<file path="src/rtl/ibex_ex_issue.sv">
// ============================================================================
// Module   : ibex_ex_issue
// Brief    : ID-stage issue/retire controller for the execute block, owning the
//            multi-cycle intermediate-value registers and a registered WB port.
// Revision : 1.0
// ============================================================================
`default_nettype none

module ibex_ex_issue #(
    parameter int unsigned RV32M = 2
) (
    input  logic        clk_i,
    input  logic        rst_ni,
    input  logic        instr_valid_i,
    output logic        instr_ready_o,
    input  logic [1:0]  op_class_i,
    input  logic [4:0]  rf_waddr_i,
    input  logic        rf_we_i,
    input  logic        flush_i,
    output logic        mult_en_o,
    output logic        div_en_o,
    output logic        mult_sel_o,
    output logic        div_sel_o,
    output logic        alu_instr_first_cycle_o,
    output logic        multdiv_ready_id_o,
    input  logic        ex_valid_i,
    input  logic [31:0] result_ex_i,
    input  logic [1:0]  imd_val_we_i,
    input  logic [67:0] imd_val_d_i,
    output logic [67:0] imd_val_q_o,
    input  logic        wb_ready_i,
    output logic        wb_valid_o,
    output logic        wb_we_o,
    output logic [4:0]  wb_waddr_o,
    output logic [31:0] wb_wdata_o,
    output logic        illegal_o,
    output logic [5:0]  exec_cycles_o,
    output logic        busy_o
);

    typedef enum logic [0:0] {
        IDLE = 1'b0,
        EXEC = 1'b1
    } state_e;

    localparam logic       C_M_EN    = (RV32M != 32'd0);
    localparam logic [5:0] C_CNT_MAX = 6'd63;

    state_e      r_state;
    logic [1:0]  r_cls;
    logic [4:0]  r_waddr;
    logic        r_we;
    logic [5:0]  r_cnt;
    logic        r_first;
    logic [33:0] r_imd [2];

    logic w_exec;
    logic w_retire;
    logic w_accept;
    logic w_illegal;
    logic w_start;

    assign w_exec    = (r_state == EXEC);
    // Flush wins over a retire that lands in the same cycle.
    assign w_retire  = w_exec & ex_valid_i & wb_ready_i & ~flush_i;
    assign w_accept  = instr_valid_i & instr_ready_o;
    assign w_illegal = w_accept & ~C_M_EN & op_class_i[1];
    assign w_start   = w_accept & ~w_illegal;

    assign instr_ready_o           = ~w_exec | w_retire;
    assign mult_sel_o              = w_exec & C_M_EN & (r_cls == 2'd2);
    assign div_sel_o               = w_exec & C_M_EN & (r_cls == 2'd3);
    assign mult_en_o               = mult_sel_o;
    assign div_en_o                = div_sel_o;
    assign alu_instr_first_cycle_o = w_exec & r_first;
    assign multdiv_ready_id_o      = w_exec & wb_ready_i;
    assign busy_o                  = w_exec;
    assign imd_val_q_o             = {r_imd[1], r_imd[0]};

    always_ff @(posedge clk_i or negedge rst_ni) begin
        if (!rst_ni) begin
            r_state       <= IDLE;
            r_cls         <= 2'd0;
            r_waddr       <= 5'd0;
            r_we          <= 1'b0;
            r_cnt         <= 6'd0;
            r_first       <= 1'b0;
            wb_valid_o    <= 1'b0;
            wb_we_o       <= 1'b0;
            wb_waddr_o    <= 5'd0;
            wb_wdata_o    <= 32'd0;
            exec_cycles_o <= 6'd0;
            illegal_o     <= 1'b0;
        end else begin
            illegal_o  <= w_illegal;
            wb_valid_o <= w_retire;

            if (w_retire) begin
                wb_we_o       <= r_we;
                wb_waddr_o    <= r_waddr;
                wb_wdata_o    <= result_ex_i;
                exec_cycles_o <= r_cnt;
            end

            // A back-to-back accept overrides the return to IDLE.
            if (w_start) begin
                r_state <= EXEC;
                r_cls   <= op_class_i;
                r_waddr <= rf_waddr_i;
                r_we    <= rf_we_i;
                r_cnt   <= 6'd1;
                r_first <= 1'b1;
            end else if (w_exec && (w_retire || flush_i)) begin
                r_state <= IDLE;
                r_first <= 1'b0;
            end else if (w_exec) begin
                r_first <= 1'b0;
                if (r_cnt != C_CNT_MAX) begin
                    r_cnt <= r_cnt + 6'd1;
                end
            end
        end
    end

    always_ff @(posedge clk_i or negedge rst_ni) begin
        if (!rst_ni) begin
            r_imd[0] <= 34'd0;
            r_imd[1] <= 34'd0;
        end else begin
            for (int i = 0; i < 2; i++) begin
                if (w_exec && imd_val_we_i[i]) begin
                    r_imd[i] <= imd_val_d_i[34*i +: 34];
                end
            end
        end
    end

endmodule

`default_nettype wire

</file>
<file path="config.mk">
export PLATFORM = sky130hd
export DESIGN_NAME = ibex_ex_issue
export DESIGN_NICKNAME = d
export VERILOG_FILES = /design/src/rtl/ibex_ex_issue.sv
export SDC_FILE = /design/constraint.sdc
export NUM_CORES = 1
export LEC_CHECK = 0
export CAP_MARGIN = 20
export CORE_MARGIN = 4
export CORE_UTILIZATION = 55
export CTS_CLUSTER_DIAMETER = 30
export DETAILED_ROUTE_END_ITERATION = 10
export DONT_BUFFER_PORTS = 1
export PLACE_DENSITY = 0.68
export SLEW_MARGIN = 40
export SYNTH_ARGS = -nofsm -noshare
export SYNTH_HDL_FRONTEND = slang
export SYNTH_SLANG_ARGS = --single-unit
</file>
<file path="constraint.sdc">
create_clock -name clk_i -period 1.7 [get_ports clk_i]
set_clock_uncertainty 0.2 [all_clocks]
set_input_delay 0.425 -clock clk_i [delete_from_list [all_inputs] [get_ports clk_i]]
set_output_delay 0.425 -clock clk_i [all_outputs]
set_load 0.05 [all_outputs]
</file>
==> run_results.csv <==
group,metric,value,unit
placed_design,port-buffer-count,0,
detailed_routing,drc,0,
global_route,grt_pass1_wl,21130,um
timing,finalCriticalPeriod,2040,ps
pwr,leakage,3.295,nW
finish,fill_cells,417,
status,status,"finished, violations left",
setup_path,worstSetupPathType,"register to output pin",
logic_synthesis,synth.area.top_cells,"dfrtp_1 65%, mux2_2 16%, nand2_1 12%",
pwr,finalPower,12.78,mW
finish,regArea,3371,um2
pwr,vdd_drop_max,1018,uV
floorplan,die-area,10600,um2
finish,nNetsFinal,677,
global_route,first_global_vias,4046,
clock_network,clockBufferDepth,2,
clock_network,cts.sinks,129,
detailed_routing,routedWlPerCell,21.65,um
clock_network,path_clk_slew,60,ps
clock_network,holdBufCountCts,111,
timing,whs,-587.6,ps
logic_synthesis,synthDistinctLibCells,31,
detailed_routing,first_iter_violations,99,
setup_path,cp_common_cell,"buf_12",
finish,fin_util,84.24,%
finish,antenna_cells,0,
finish,stdcell_area,7382,um2
setup_path,worst-r2r-cell-count,5,
placed_design,gp_congestion,0.8217,
clock_network,htree_num_levels,4,
logic_synthesis,seq_area_frac_synth,65.07,%
timing,min_period_over_period,120.0,%
logic_synthesis,netlist_instances,418,
detailed_routing,wl_met3,1243,um
timing,finalSetupViolations,8,
finish,multi_input_area,1675,um2
logic_synthesis,avgSynthCellArea,11.87,um2
floorplan,die_height,103.0,um
placed_design,dpl.hpwl,8286,um
floorplan,start_util,56.61,%
floorplan,core,8763,um2
clock_network,insertion_delay,500,ps
timing,setup_slack,-339.5,ps
setup_path,cp.required,1070,ps
logic_synthesis,ys_ff_latch,129,
timing,rsz0062_at_grt,"true",
finish,area_growth,48.80,%
timing,finalHoldViolations,129,
detailed_routing,drt-vias-per-instance,5.537,
detailed_routing,dr_wl_met2,7966,um
timing,fmax,490.3,MHz
logic_synthesis,synth_area_leader_cell,"dfrtp_1",
status,violations,"hold timing, setup timing",
floorplan,rows,34,
global_route,grt_max_degree,130,
setup_path,arrival,1410,ps
pwr,pwr_density_cell,1731,nW/um2
detailed_routing,vias,3771,
placed_design,placed_cells,527,
logic_synthesis,yosysTopAreaCellShare,65.07,%
detailed_routing,dr.pass1.iters,4,
global_route,antenna_found_initial,0,
detailed_routing,routed_wl,14750,um
setup_path,worst_setup_path_end_kind,"output pin",
detailed_routing,drt-met1-wl,5074,um
detailed_routing,final_antenna_net_count,0,
setup_path,cp_slowest_cell,"dfrtp_2",
logic_synthesis,syn-num-nets,535,
clock_network,cts_root_buf,"clkbuf_8",
setup_path,cp_max_fo,7,
finish,layout-drive-gt1-share,45.55,%
clock_network,cts_buffers,17,
clock_network,cts_tree,"yes",
logic_synthesis,synth_area,4961,um2
setup_path,slowest_delay,440,ps
floorplan,dieWidth,103.0,um
finish,final-instance-count-excl-fill,681,
floorplan,ios,238,
detailed_routing,dr.max_layer_used,"met4",
global_route,grt_overflow,0,
logic_synthesis,yosys_warnings,0,
run,drv_cap,0,
global_route,gr-usage-all-layers,26.61,%
min_path,hold_path_class,"primary input to asynchronous set/reset pin",
placed_design,placedInstanceArea,5265,um2
setup_path,crit_chain,"buf_12 -> and3_4 -> buf_12",
timing,drv_slew,0,
setup_path,startpoint_type,"register",
==> worst paths after layout <==
path | start | endpoint | slack, ps
max | busy_o$_DFFE_PN0P_ | div_sel_o | -340
min | rst_ni | imd_val_q_o[55]$_DFFE_PN0P_ | -590
max reg2reg | busy_o$_DFFE_PN0P_ | imd_val_q_o[40]$_DFFE_PN0P_ | 0
min reg2reg | r_waddr[3]$_DFFE_PN0N_ | wb_waddr_o[3]$_DFFE_PN0P_ | 270
max in group asynchronous | rst_ni | wb_wdata_o[30]$_DFFE_PN0P_ | 1730
min in group clk_i | instr_valid_i | r_cls[1]$_DFFE_PN0N_ | 90
==> layout make-up <==
| class | count | share of cell area, % |
|---|---|---|
| flip-flops and latches | 129 | 45.66 |
| multi-input cells | 264 | 22.69 |
| repair buffers | 144 | 20.80 |
| clock buffers | 20 | 6.034 |
| clock inverters | 12 | 2.746 |
| well taps | 108 | 1.831 |
| inverters | 4 | 0.2373 |
==> cell usage in the layout (no fill, tap or decap), types with 2 or more instances in the layout <==
| cell type | netlist | routed |
|---|---|---|
| buf_4 | 4 | 14 |
| clkbuf_8 | 0 | 3 |
| dlygate4sd3_1 | 0 | 111 |
| nand2_4 | 0 | 2 |
| buf_8 | 0 | 2 |
| buf_6 | 0 | 7 |
| inv_1 | 3 | 2 |
| bufinv_16 | 0 | 5 |
| nor2_1 | 4 | 3 |
| clkbuf_16 | 0 | 18 |
| dfrtp_1 | 129 | 15 |
| mux2_2 | 69 | 68 |
| a21oi_1 | 3 | 3 |
| buf_12 | 0 | 8 |
| clkinv_2 | 0 | 2 |
| nand2_1 | 160 | 158 |
| dfrtp_2 | 0 | 114 |
| nand3_1 | 2 | 2 |
| and2_4 | 1 | 3 |
| a311oi_1 | 2 | 2 |
| inv_6 | 0 | 2 |
| clkinv_4 | 0 | 2 |
==> cells by family (layout without fill, tap and decap cells) <==
logic type	Yosys count	count (layout)	synth area share, %
flip-flops	129	129	65.07
adder cells (fa/ha/maj)	1	1	0.2522
AND/OR/NAND/NOR	178	178	14.25
other	1	1	0.07559
AO/OA/AOI/OAI	14	14	1.892
buffers and inverters	25	180	2.623
XOR/XNOR	1	1	0.1766
multiplexers	69	69	15.66
==> where the power goes <==
group          leakage (nW)  switching, mW  internal, mW
clock network         0.316           1.34          2.62
logic                  1.54          0.716         0.902
registers              1.44           3.23          3.97
total                  3.30           5.28          7.49
==> flip-flops by register name (all words and copies together) (netlist names) <==
signal and count:
imd_val_q_o 68, wb_wdata_o 32, exec_cycles_o 6, r_cnt 6
r_waddr 5, wb_waddr_o 5, r_cls 2, busy_o 1
r_first 1, r_we 1, wb_valid_o 1, wb_we_o 1
==> worst max-delay path, delay by kind of cell, from the launching register on <==
kind,cells,cell delay [ps]
flops,1,440
simple gates,1,170
buf+inv,2,300
==> per-layer routing <==
layer,global-route usage [%],up-vias
met5,0,-
met4,12.15,0
met3,7.713,35
met2,47.56,202
met1,29.10,1894
li1,-,1640
==> per-stage QoR <==
stage               worst slack (ps)  TNS, ps
finish                        -339.5    -2417
global route                  -376.1    -2958
CTS                           -355.3    -2601
detailed placement             44.08        0
global placement               16.13        0
floorplan                     -196.5   -443.8
==> Yosys cell counts (all sizes together) <==
cell type and n:
nand2 162, dfrtp 129, mux2 69, buf 21
inv 4, nor2 4, a21oi 3, and2 3
o21ai 3, a21boi 2, a311oi 2, and3 2
nand3 2, a21o 1, and2b 1, conb 1
ha 1, nand4 1, nand4b 1, nor2b 1
nor3 1, o211ai 1, o311ai 1, o31ai 1
xor2 1
==> timing repair <==
| item | CTS | global route |
|---|---|---|
| gates cloned | 0 | 3 |
| buffers inserted | 6 | 3 |
| setup endpoints to repair | 121 | 90 |
| endpoints found under the hold margin | 239 | 129 |
| pin swaps | 2 | 2 |
| resized for setup | 122 | 17 |
(Power assumes the default switching activity.)
